`src/rtl/seg_scan_display_if.sv`:
```
// Bundle of signals between the counter stage and the seven-segment
// scanner: the count and direction in, the display drive and busy flag out.
interface seg_scan_display_if;
  logic [7:0] value;
  logic       dir;
  logic [6:0] seg;
  logic       dp;
  logic [3:0] an;
  logic       busy;

  modport master (output value, dir, input seg, dp, an, busy);
  modport slave  (input value, dir, output seg, dp, an, busy);
endinterface

```
`src/rtl/seg_scan_display.sv`:
```
// Converts the 8-bit count to three BCD digits with a serial double-dabble
// engine and multiplexes them, plus a direction glyph, onto a 4-digit
// seven-segment display.
module seg_scan_display #(
  parameter int SCAN_DIV         = 50000,
  parameter int SEG_ACTIVE_LOW   = 1,
  parameter int DIGIT_ACTIVE_LOW = 1,
  parameter int BLANK_LEADING    = 1
) (
  input logic              clk,
  input logic              clr_n,
  seg_scan_display_if.slave bus
);

  localparam int PW = (SCAN_DIV > 2) ? $clog2(SCAN_DIV) : 1;
  localparam logic [PW-1:0] PRESC_LAST = PW'(SCAN_DIV - 1);
  localparam bit SEG_INV   = (SEG_ACTIVE_LOW != 0);
  localparam bit AN_INV    = (DIGIT_ACTIVE_LOW != 0);
  localparam bit BLANK_EN  = (BLANK_LEADING != 0);
  localparam logic [6:0] SEG_OFF = SEG_INV ? 7'h7F : 7'h00;
  localparam logic [3:0] AN_OFF  = AN_INV ? 4'b1111 : 4'b0000;
  localparam logic       DP_OFF  = SEG_INV ? 1'b1 : 1'b0;

  typedef enum logic [1:0] {IDLE, SHIFT, LOAD} state_t;

  state_t        state;
  logic [7:0]    last_value;
  logic [7:0]    shift_reg;
  logic [11:0]   bcd;
  logic [11:0]   bcd_adj;
  logic [2:0]    bit_cnt;
  logic [3:0]    hund;
  logic [3:0]    tens;
  logic [3:0]    ones;
  logic          busy_r;

  logic [PW-1:0] prescaler;
  logic [1:0]    digit_idx;
  logic [6:0]    digit_code;
  logic [3:0]    digit_en;
  logic [6:0]    seg_r;
  logic [3:0]    an_r;
  logic          dp_r;

  function automatic logic [3:0] dabble(input logic [3:0] n);
    return (n >= 4'd5) ? n + 4'd3 : n;
  endfunction

  function automatic logic [6:0] seg_code(input logic [3:0] d);
    case (d)
      4'd0:    return 7'h3F;
      4'd1:    return 7'h06;
      4'd2:    return 7'h5B;
      4'd3:    return 7'h4F;
      4'd4:    return 7'h66;
      4'd5:    return 7'h6D;
      4'd6:    return 7'h7D;
      4'd7:    return 7'h07;
      4'd8:    return 7'h7F;
      4'd9:    return 7'h6F;
      default: return 7'h00;
    endcase
  endfunction

  // Add-3 correction on every BCD nibble ahead of this cycle's shift
  always_comb begin
    bcd_adj = {dabble(bcd[11:8]), dabble(bcd[7:4]), dabble(bcd[3:0])};
  end

  // Converter FSM: capture a new count, shift it through 8 times, then
  // publish all three digits at once so the display never sees partial sums
  always_ff @(posedge clk or negedge clr_n) begin
    if (!clr_n) begin
      state      <= IDLE;
      last_value <= 8'd0;
      shift_reg  <= 8'd0;
      bcd        <= 12'd0;
      bit_cnt    <= 3'd0;
      hund       <= 4'd0;
      tens       <= 4'd0;
      ones       <= 4'd0;
      busy_r     <= 1'b0;
    end else begin
      case (state)
        IDLE: begin
          if (bus.value != last_value) begin
            shift_reg  <= bus.value;
            last_value <= bus.value;
            bcd        <= 12'd0;
            bit_cnt    <= 3'd0;
            busy_r     <= 1'b1;
            state      <= SHIFT;
          end
        end
        SHIFT: begin
          {bcd, shift_reg} <= {bcd_adj[10:0], shift_reg, 1'b0};
          bit_cnt          <= bit_cnt + 3'd1;
          if (bit_cnt == 3'd7) state <= LOAD;
        end
        LOAD: begin
          hund   <= bcd[11:8];
          tens   <= bcd[7:4];
          ones   <= bcd[3:0];
          busy_r <= 1'b0;
          state  <= IDLE;
        end
        default: state <= IDLE;
      endcase
    end
  end

  // Pick the glyph and enable for the digit currently being scanned,
  // applying leading-zero blanking and the live direction flag
  always_comb begin
    digit_code = 7'h00;
    digit_en   = 4'b0000;
    case (digit_idx)
      2'd0: begin
        digit_en   = 4'b0001;
        digit_code = seg_code(ones);
      end
      2'd1: begin
        digit_en = 4'b0010;
        if (!(BLANK_EN && hund == 4'd0 && tens == 4'd0)) digit_code = seg_code(tens);
      end
      2'd2: begin
        digit_en = 4'b0100;
        if (!(BLANK_EN && hund == 4'd0)) digit_code = seg_code(hund);
      end
      default: begin
        digit_en   = 4'b1000;
        digit_code = bus.dir ? 7'h5E : 7'h3E;
      end
    endcase
  end

  // Scan prescaler and digit rotation, with registered display drive
  always_ff @(posedge clk or negedge clr_n) begin
    if (!clr_n) begin
      prescaler <= '0;
      digit_idx <= 2'd0;
      seg_r     <= SEG_OFF;
      an_r      <= AN_OFF;
      dp_r      <= DP_OFF;
    end else begin
      if (prescaler == PRESC_LAST) begin
        prescaler <= '0;
        digit_idx <= digit_idx + 2'd1;
      end else begin
        prescaler <= prescaler + 1'b1;
      end
      seg_r <= SEG_INV ? ~digit_code : digit_code;
      an_r  <= AN_INV ? ~digit_en : digit_en;
      dp_r  <= DP_OFF;
    end
  end

  assign bus.seg  = seg_r;
  assign bus.an   = an_r;
  assign bus.dp   = dp_r;
  assign bus.busy = busy_r;

endmodule
```
`src/flat_wrapper.sv`:
```
// flat-port wrapper written by rule: the top's interface ports become plain ports
module seg_scan_display_flat 
#(
  parameter int SCAN_DIV         = 50000,
  parameter int SEG_ACTIVE_LOW   = 1,
  parameter int DIGIT_ACTIVE_LOW = 1,
  parameter int BLANK_LEADING    = 1
)
  (clk, clr_n, bus_value, bus_dir, bus_seg, bus_dp, bus_an, bus_busy);
  seg_scan_display_if bus_i ();
  input logic clk;
  input logic clr_n;
  input wire logic [$bits(bus_i.value)-1:0] bus_value;
  input wire logic [$bits(bus_i.dir)-1:0] bus_dir;
  output wire logic [$bits(bus_i.seg)-1:0] bus_seg;
  output wire logic [$bits(bus_i.dp)-1:0] bus_dp;
  output wire logic [$bits(bus_i.an)-1:0] bus_an;
  output wire logic [$bits(bus_i.busy)-1:0] bus_busy;
  assign bus_i.value = bus_value;
  assign bus_i.dir = bus_dir;
  assign bus_seg = bus_i.seg;
  assign bus_dp = bus_i.dp;
  assign bus_an = bus_i.an;
  assign bus_busy = bus_i.busy;
  seg_scan_display #(.SCAN_DIV(SCAN_DIV), .SEG_ACTIVE_LOW(SEG_ACTIVE_LOW), .DIGIT_ACTIVE_LOW(DIGIT_ACTIVE_LOW), .BLANK_LEADING(BLANK_LEADING)) u_core (.clk(clk), .clr_n(clr_n), .bus(bus_i));
endmodule
```
`config.mk`:
```
export PLATFORM = sky130hd
export DESIGN_NAME = seg_scan_display_flat
export DESIGN_NICKNAME = d
export VERILOG_FILES = /design/src/rtl/seg_scan_display_if.sv /design/src/rtl/seg_scan_display.sv /design/src/flat_wrapper.sv
export SDC_FILE = /design/constraint.sdc
export NUM_CORES = 1
export LEC_CHECK = 0
export ABC_AREA = 1
export BUFFER_PORTS_ARGS = -buffer_cell sky130_fd_sc_hd__buf_4
export CAP_MARGIN = 20
export CELL_PAD_IN_SITES_DETAIL_PLACEMENT = 0
export CELL_PAD_IN_SITES_GLOBAL_PLACEMENT = 1
export CORE_MARGIN = 3
export CORE_UTILIZATION = 46
export CTS_CLUSTER_DIAMETER = 30
export DETAILED_ROUTE_END_ITERATION = 8
export PLACE_DENSITY_LB_ADDON = 0.1
export SLEW_MARGIN = 20
export SYNTH_ARGS = -nofsm -noshare
export SYNTH_HDL_FRONTEND = slang
export SYNTH_SLANG_ARGS = --single-unit
export TNS_END_PERCENT = 10
```
`constraint.sdc`:
```
create_clock -name clk -period 1.92 [get_ports clk]
set_clock_uncertainty 0.05 [all_clocks]
set_input_delay 0.384 -clock clk [delete_from_list [all_inputs] [get_ports clk]]
set_output_delay 0.384 -clock clk [all_outputs]
set_load 0.05 [all_outputs]
```
; ---- Word level (Yosys, flattened, before mapping)
; Memories as Yosys holds them, arrays and structs flattened.
; Index checks and enable logic that the tools add are counted.
[totals]
reg_bits = 75
romBits = 336
inputBits = 11
elab_cells = 67
memories = 3
[mem_list]
columns = memory, words, width, read_ports, rd_ports_with_merged_regs, wr, line_no
row1 = (name not given), 16, 7, 1, 0, 0, seg_scan_display.sv:50  ; case (d)
row2 = (name not given), 16, 7, 1, 0, 0, seg_scan_display.sv:50
row3 = (name not given), 16, 7, 1, 0, 0, seg_scan_display.sv:50
[classes]
add_sub_neg = 6
magnitude_cmp = 3
n_eq_ne = 9
muxes = 20
n_bitwise = 2
reduce_logical = 11
[op_table]
columns = cell, n
row1 = 12-bit one-hot mux with 2 select lines, 1
row2 = 7-bit two-way mux, 3
row3 = 7-bit one-hot mux with 3 select lines, 1
row4 = 16-bit by 1-bit adder with 16-bit output (second input constant), 1
row5 = 16-bit equality test (second input constant), 1
row6 = 16-bit two-way mux, 1
row7 = 8-bit one-hot mux with 2 select lines, 1
row8 = 4-bit by 3-bit greater-or-equal comparator with 1-bit output (second input constant), 3
row9 = 12-bit two-way mux, 1
row10 = 4-bit one-hot mux with 3 select lines, 1
row11 = 4-bit by 2-bit adder with 4-bit output (second input constant), 2
row12 = 4-bit zero test, 2
row13 = 4-bit two-way mux, 2
row14 = 8-bit two-way mux, 1
row15 = 8-bit != test, 1
row16 = 2-bit AND reduction, 4
row17 = 7-bit NOT, 1
row18 = 3-bit two-way mux, 2
row19 = 3-bit one-hot mux with 2 select lines, 1
row20 = 2-bit by 1-bit equality test with 1-bit output (second input constant), 2
row21 = 2-bit equality test (second input constant), 2
row22 = 2-bit zero test, 2
row23 = 2-bit two-way mux, 2
row24 = 2-bit by 1-bit != test with 1-bit output (second input constant), 2
row25 = other kinds (10), 11

; ---- Depth between registers and ports, before layout
; Gate-level depths: netlist of the first run.
[logic_depth]
ltp_word = 5
mapped_depth = 10
depth_no_buf = 10

; ---- Worst setup path before layout of the first run
; OpenSTA, ideal clock, no wires.
[synth_path]
path_kind = register to register
startpoint = register u_core.digit_idx[0]
endpoint = register u_core.seg_r[0], in the netlist u_core.bus.seg[0]
setup_ns = 0.082
t_arrival_ns = 1.294
required_time_ns = 1.788
slack_ns = 0.494
path_stages_with_launch = 7
period_less_slack_ns = 1.426
path_cell_list = dfrtp_1 inv_1 ha_1 a21boi_1 o21ai_0 o211ai_1 nand2_1
[synth_via]
elab_chain_len = 3
elab_cells_between_ends = 5
cone_classes = 2 x eq/ne / 1 x mux / 1 x bitwise / 1 x reduce/logical
[synth_rtl]
columns = item, line_no
row1 = "start, declared", seg_scan_display.sv:38  ; logic [1:0] digit_idx;
row2 = "start signal, assigned", seg_scan_display.sv:148  ; digit_idx <= digit_idx + 2'd1;
row3 = "2-bit equality test, or another cell as far along", seg_scan_display.sv:117  ; case (digit_idx)
row4 = 7-bit one-hot mux with 3 select lines (*), seg_scan_display.sv:117
row5 = 7-bit NOT (*), seg_scan_display.sv:152  ; seg_r <= SEG_INV ? ~digit_code : digit_code;
row6 = "end signal, assigned", seg_scan_display.sv:152
row7 = "end, declared", seg_scan_display.sv:41  ; logic [6:0] seg_r;
; Mark *: on every way between the ends. The rest lies on a longest branch, timed or not.
; A chain may end at the register's enable or synchronous reset.

; ---- Worst setup path after layout of the first run
; Ends and elaborated chain as after synthesis.

==> metrics.md, run 1 <==
| Metric | Value |
|---|---|
| Die height | ~100 um |
| Flops & latches, synth | between 70 and 80 |
| WL final | 8150 um |
| Status | finished, final reports clean |
| Largest stage delay on the critical path | around 0.43 ns |
| Max-cap violations | 0 |
| Pwr Total | approximately 7000 uW |
| Hold Startpoint | bus_dir |
| Total number of vias | between 3000 and 4000 |
| Crit share post-route | a little over four fifths |
| TritonCTS Sinks | 75 |
| ANT cells | 0 |
| Worst Setup EP | u_core.bus.seg[0]$_DFF_PN1_ |
| WL per Instance | 12.5 um |
| Register area | 1890 um^2 |
| M1 WL | 3990 um |
| Post-Syn Area | 4200 um^2 |
| Maximum root-to-sink buffer count | 2 |
| Most common cell after layout, fill and taps aside | nand2_1 |
| # nets final | ~580 |
| Critical Path Stages | 6 |
| Slew margin rel. | between 60% and 70% |
| CP Class | reg2reg |
| Seq/Total Area, Yosys | 45.0% |
| Final non-filler cell total | 653 |
| Unrepaired setup endpoints after global routing | false |
| WP data required | between 2 and 2.5 ns |
| Final Slew Violations | 0 |
| WP buf/inv | 1 |
| RD Place Congestion | slightly above 0.8 |
| ANT nets after route | 0 |
| Synth Flop Type | dfrtp_1 |
| Footprint of the multi-input gates | around 2000 um^2 |
| Type of the most critical hold path | in2reg |
| Max Used Layer | met4 |
| Top Registers | u_core.prescaler x16, u_core.bcd x12 |
| Largest area contributor in the netlist | dfrtp_1 |
| Largest net degree at the start of global routing | 46 |
| Hold path depth | 3 |
| H-tree depth reported by CTS | 3 |
| Worst vdd ir | a little under 900 uV |
| Power per cell area | about 1500 nW/um^2 |
| Starting Density | 47.7% |
| First-pass DRT Iterations | 6 |
| GR Overflow Total | 0 |
| CP cell instances | inv_1, ha_1, a21boi_1, o21ai_0, o211ai_1, nand2_1 |
| Initial antenna violation count | 0 |
| Most frequent cells in the layout | nand2_1 (128), inv_1 (66), dfrtp_1 (64), o21ai_0 (49), nand3_1 (44) |
| Vias in the first global route | roughly 3200 |
| Crit path from | u_core.digit_idx[0]$_DFFE_PN0N_ |
| Vias/cell | 4.97 |
| Endpoint type of the worst setup path | flip-flop |
| Die area | a little over 10000 um^2 |
| IO Port Bufs | 22 |
| Max Clock Freq | between 0.6 and 0.7 GHz |
| Syn Nets | 555 |
| Worst skew pair latency | about 0.35 ns |
| FFs w/ async S/R, synth | 100% |
| CTS buffer count | 9 |
| Largest register by flop count | u_core.prescaler |
| Share of layout cells above drive strength 1 | around 15% |
| Worst r2r path cells | 6 |
| Slowest-stage cell, CP | dfrtp_1 |
| Dpl cells | 636 |
| Final min period | around 1.6 ns |
| Max reg flops | 16 |
| Fillcell total | around 830 |
| Residual DRC | 0 |
| Synth cell types | 34 |
| Crit path max fanout | 6 |
| Yosys warnings | 0 |
| Post-CTS sizing | 0 |
| Syn Area/Cell | slightly above 8 um^2 |
| Synth Instances | approximately 510 |
| Die width | 102 um |
| LEAKAGE | 0.00241 uW |
| Synth area leaders | dfrtp_1 (38%), nand2_1 (11%), ha_1 (9.2%), dfstp_2 (6.9%), inv_1 (5.9%) |
| Yosys top cell area share | roughly two fifths |
| Reg2Reg Setup Slack | around 0.31 ns |
| Global Route Usage Sum | around 18% |
| CP Launch Type | flip-flop |
| Starting DRT DRC Count | 118 |
| Area grow syn2layout | 13.5% |
| I/O pin total | 24 |
| Routed length on met2 | ~3800 um |
| Clock-pin slew on the worst setup and hold paths | around 0.08 ns |
| Worst EP arrival | 1.84 ns |
| Final setup vio count | 0 |
| Hpwl dp | roughly 5800 um |
| Worst slew pin tran | 0.583 ns |
| Post-synth EDFFs | 0 |
| CORE AREA | 8810 um^2 |
| CTS tree | built |
| Final hold vios | 0 |
| Worst r2r dst | u_core.bus.seg[0]$_DFF_PN1_ |
| Worst r2r src | u_core.digit_idx[0]$_DFFE_PN0N_ |
| Met3 wire len | approximately 180 um |
| Root Buffer | clkbuf_8 |
| Setup TNS | 0 ns |
| Cell family with most CP delay | compound AO/OA/AOI/OAI gates |
| First-pass GRT wire length | ~14000 um |
| Row Count | 34 |
## layer usage
| metal | vias up | GRT usage (%) |
|---|---|---|
| met1 | 1520 | 23.4 |
| met3 | 12 | 2.96 |
| met5 | - | 0 |
| met2 | 33 | 28.5 |
| li1 | 1683 | - |
| met4 | 0 | 7.16 |
## worst min-delay path by stage
stage	to	slack [ns]
after floorplan	u_core.bcd[0]$_DFFE_PN0P_	0.04
after CTS	u_core.bus.seg[5]$_DFF_PN1_	0.18
after global routing	u_core.bus.seg[5]$_DFF_PN1_	0.18
after detailed placement	u_core.bcd[11]$_DFFE_PN0P_	0.30
final	u_core.bus.seg[5]$_DFF_PN1_	0.19
after global placement	u_core.bcd[11]$_DFFE_PN0P_	0.30
## metrics by stage
stage / worst slack [ns] / util [%] / hold slack (ns) / instance area, um^2
6_report: 0.312 / 54.1 / 0.188 / 4770
5_1_grt: 0.0578 / 54.1 / 0.184 / 4770
4_1_cts: 0.293 / 54.1 / 0.175 / 4770
3_5_place_dp: 0.303 / 51.0 / 0.297 / 4490
3_3_place_gp: 0.294 / 51.0 / 0.295 / 4490
2_1_floorplan: 0.494 / - / 0.0384 / 4200
## timing repair
item,in CTS,in global routing
endpoints found under the hold margin,19,0
hold buffers,1,0
setup buffers,0,0
## synth_stat cells (7+ instances only)
cell type	n
ha_1	31
nor2_1	30
nand4_1	8
buf_2	7
xor2_1	7
dfrtp_1	64
inv_1	66
nand2_1	128
a21oi_1	15
nand3_1	44
or2_2	7
dfstp_2	11
o21ai_0	49
## report_power, final
group / total, uW / switching (uW) / internal (uW)
combinational: 2840 / 1820 / 1020
clock: 1620 / 595 / 1030
sequential: 2580 / 421 / 2160
total: 7050 / 2840 / 4210
## final cells by class
class,instances,area share (%)
Sequential cell,75,39.7
Tap cell,108,2.83
Clock inverter,5,2.62
Multi-Input combinational cell,354,41.5
Clock buffer,11,2.97
Timing Repair Buffer,28,4.72
Inverter,72,5.67
## worst min-delay path, delay by kind of cell
| kind | cells | cell delay (ns) |
|---|---|---|
| buffers and inverters | 1 | 0.11 |
| and+or+nand+nor | 2 | 0.10 |
## cell families (layout without fill, tap and decap cells)
family	Yosys count	after routing	synth area share (%)
flops	75	75	45.0
compound gates	75	75	9.53
fa+ha+maj	31	31	9.23
buf+inv	84	116	7.89
simple gates	234	234	25.6
other cells	1	1	0.0893
xor+xnor	13	13	2.71
(Power assumes the default switching activity.)
==> run 2, diff against run 1 <==
--- a/config.mk
+++ b/config.mk
@@ -11,7 +11,7 @@
 export CELL_PAD_IN_SITES_DETAIL_PLACEMENT = 0
 export CELL_PAD_IN_SITES_GLOBAL_PLACEMENT = 1
 export CORE_MARGIN = 3
-export CORE_UTILIZATION = 46
+export CORE_UTILIZATION = 42
 export CTS_CLUSTER_DIAMETER = 30
 export DETAILED_ROUTE_END_ITERATION = 8
 export PLACE_DENSITY_LB_ADDON = 0.1
==> constraint.sdc (replaced) <==
create_clock -name clk -period 1.4 [get_ports clk]
set_clock_uncertainty 0.05 [all_clocks]
set_input_delay 0.28 -clock clk [delete_from_list [all_inputs] [get_ports clk]]
set_output_delay 0.28 -clock clk [all_outputs]
set_load 0.05 [all_outputs]
==> run 2 against run 1 <==
The run now ends with negative setup slack left. Global-route usage is 0.75 points lower. Non-clock buffer count is 61 higher. Cell count is 13% higher. Critical path depth is 2 higher. Hold slack worse by 0.097 ns. Setup slack worse by 0.39 ns. Count of clock-buffer cells in the layout stayed put. Via count is 7.6% higher. Power is 45% higher. Critical endpoint is now u_core.prescaler[14]$_DFF_PN0_.
==> metrics.md, run 2 (same netlist as run 1, synthesis figures left out) <==
| Metric | Value |
|---|---|
| H-tree depth reported by CTS | 3 |
| Residual DRC | 0 |
| Largest stage delay on the critical path | about 0.37 ns |
| Vias in the first global route | ~3500 |
| WL final | approximately 9000 um |
| CP Launch Type | flip-flop |
| Vias/cell | approximately 4.8 |
| Unrepaired setup endpoints after global routing | true |
| First-pass GRT wire length | around 16000 um |
| Max-cap violations | 0 |
| LEAKAGE | approximately 0.0028 uW |
| Worst r2r dst | u_core.prescaler[14]$_DFF_PN0_ |
| Most frequent cells in the layout | nand2_1 (121), buf_4 (72), dfrtp_1 (64), inv_1 (59), nand3_1 (41) |
| Root Buffer | clkbuf_8 |
| ANT nets after route | 0 |
| Die area | approximately 11000 um^2 |
| Die height | approximately 110 um |
| Footprint of the multi-input gates | between 2000 and 2500 um^2 |
| Failing checks | negative setup slack |
| Largest register by flop count | u_core.prescaler |
| Area grow syn2layout | 28.9% |
| First-pass DRT Iterations | 4 |
| IO Port Bufs | 22 |
| Register area | approximately 1900 um^2 |
| Die width | between 100 and 150 um |
| Worst skew pair latency | between 0.3 and 0.4 ns |
| Initial antenna violation count | 0 |
| Reg2Reg Setup Slack | -0.08 ns |
| Global Route Usage Sum | ~17% |
| ANT cells | 0 |
| Setup TNS | -0.643 ns |
| Max reg flops | 16 |
| Final setup vio count | 15 |
| Total number of vias | approximately 3500 |
| Worst EP arrival | 1.67 ns |
| Power per cell area | about 1900 nW/um^2 |
| Crit path max fanout | 4 |
| WL per Instance | 11.9 um |
| Row Count | 35 |
| Most common cell after layout, fill and taps aside | nand2_1 |
| Share of layout cells above drive strength 1 | 28.9% |
| Maximum root-to-sink buffer count | 2 |
| Worst r2r path cells | 8 |
| Fillcell total | ~900 |
| Top Registers | u_core.prescaler x16, u_core.bcd x12 |
| Largest net degree at the start of global routing | 28 |
| CTS tree | built |
| Final min period | about 1.5 ns |
| Final core occ | 57.2% |
| Clock-pin slew on the worst setup and hold paths | approximately 0.080 ns |
| TritonCTS Sinks | between 70 and 80 |
| Worst r2r src | u_core.prescaler[0]$_DFF_PN0_ |
| Crit share post-route | 106% |
| Starting Density | between 40 and 50% |
| CP cell instances | ha_2, nand2_4, nor2_4, nand3_4, nor2_4, nand3_1, nor2_1, nor2_1 |
| Status | finished with violations |
| Type of the most critical hold path | in2reg |
| CTS buffer count | 9 |
| Max Clock Freq | approximately 0.68 GHz |
| Pre-CTS WS | -0.154 ns |
| CP Class | reg2reg |
| Crit path from | u_core.prescaler[0]$_DFF_PN0_ |
| Slowest-stage cell, CP | dfrtp_1 |
| Final Slew Violations | 0 |
| Starting DRT DRC Count | 107 |
| Worst vdd ir | 935 uV |
| WP data required | around 1.6 ns |
| Worst setup margin | -0.0787 ns |
| # nets final | 643 |
| Hpwl dp | between 6000 and 7000 um |
| Worst Setup EP | u_core.prescaler[14]$_DFF_PN0_ |
| Fin area | 5410 um^2 |
| GR Overflow Total | 0 |
| RD Place Congestion | 0.867 |
| CORE AREA | around 9500 um^2 |
| Endpoint type of the worst setup path | flip-flop |
| DP Area | between 4000 and 5000 um^2 |
| I/O pin total | 24 |
| Final hold vios | 0 |
==> run 2: cell count changes in the layout (fill, tap and decap cells not counted), sizes merged <==
cell      change
buf          +61
bufinv        -3
clkinv        +2
clkinvlp      +1
==> run 2: layer usage <==
layer	routed length, um	vias to the layer above	GRT usage, %	part of all wire (%)
li1	-	1812	-	-
met1	4140	1640	21.1	47
met2	4300	33	29.6	49
met3	227	9	4.13	2.6
met4	78	0	3.52	0.89
met5	0	-	0	0
==> run 2: metrics by stage <==
stage / total power (uW) / hold slack (ns) / std cells
after floorplan: 6530 / -0.0656 / 513
after global placement: 8070 / 0.174 / 711
after detailed placement: 8180 / 0.172 / 711
after CTS: 9980 / 0.0794 / 730
after global routing: 11200 / 0.0915 / 735
final: 10300 / 0.0909 / 735
==> run 2: repair_timing <==
action,CTS,global route
hold buffers,1,0
endpoints found under the hold margin,23,0
gates resized for setup,21,46
pin swaps,3,18
setup endpoints to repair,58,61
cloned,0,0
setup buffers,2,5
==> run 2: how the worst min path moves through the flow <==
stage / cells after the start / end / from
after floorplan: 0 / u_core.bcd[0]$_DFFE_PN0P_ / clr_n
final: 3 / u_core.bus.seg[5]$_DFF_PN1_ / bus_dir
after CTS: 3 / u_core.bus.seg[5]$_DFF_PN1_ / bus_dir
after global routing: 3 / u_core.bus.seg[5]$_DFF_PN1_ / bus_dir
after global placement: 1 / u_core.bcd[10]$_DFFE_PN0P_ / clr_n
after detailed placement: 1 / u_core.bcd[9]$_DFFE_PN0P_ / clr_n
==> run 2: layout make-up <==
type                            instances  area share [%]
Sequential cell                        75            34.9
Multi-Input combinational cell        354            39.2
Clock inverter                          5           0.971
Clock buffer                           11            2.61
Tap cell                              129            2.98
Timing Repair Buffer                   89            14.2
Inverter                               72            5.08
==> run 2: critical path, delay by kind of cell (launching register included) <==
family | cells | cell delay (ns)
adders and majority gates | 1 | 0.22
DFF | 1 | 0.37
and+or+nand+nor | 7 | 0.73
==> run 2: report_power, final <==
| group | total [uW] | switching, uW | internal (uW) |
|---|---|---|---|
| clock network | 1660 | 798 | 864 |
| registers | 3490 | 531 | 2960 |
| logic | 5100 | 2890 | 2210 |
| total | 10300 | 4220 | 6030 |
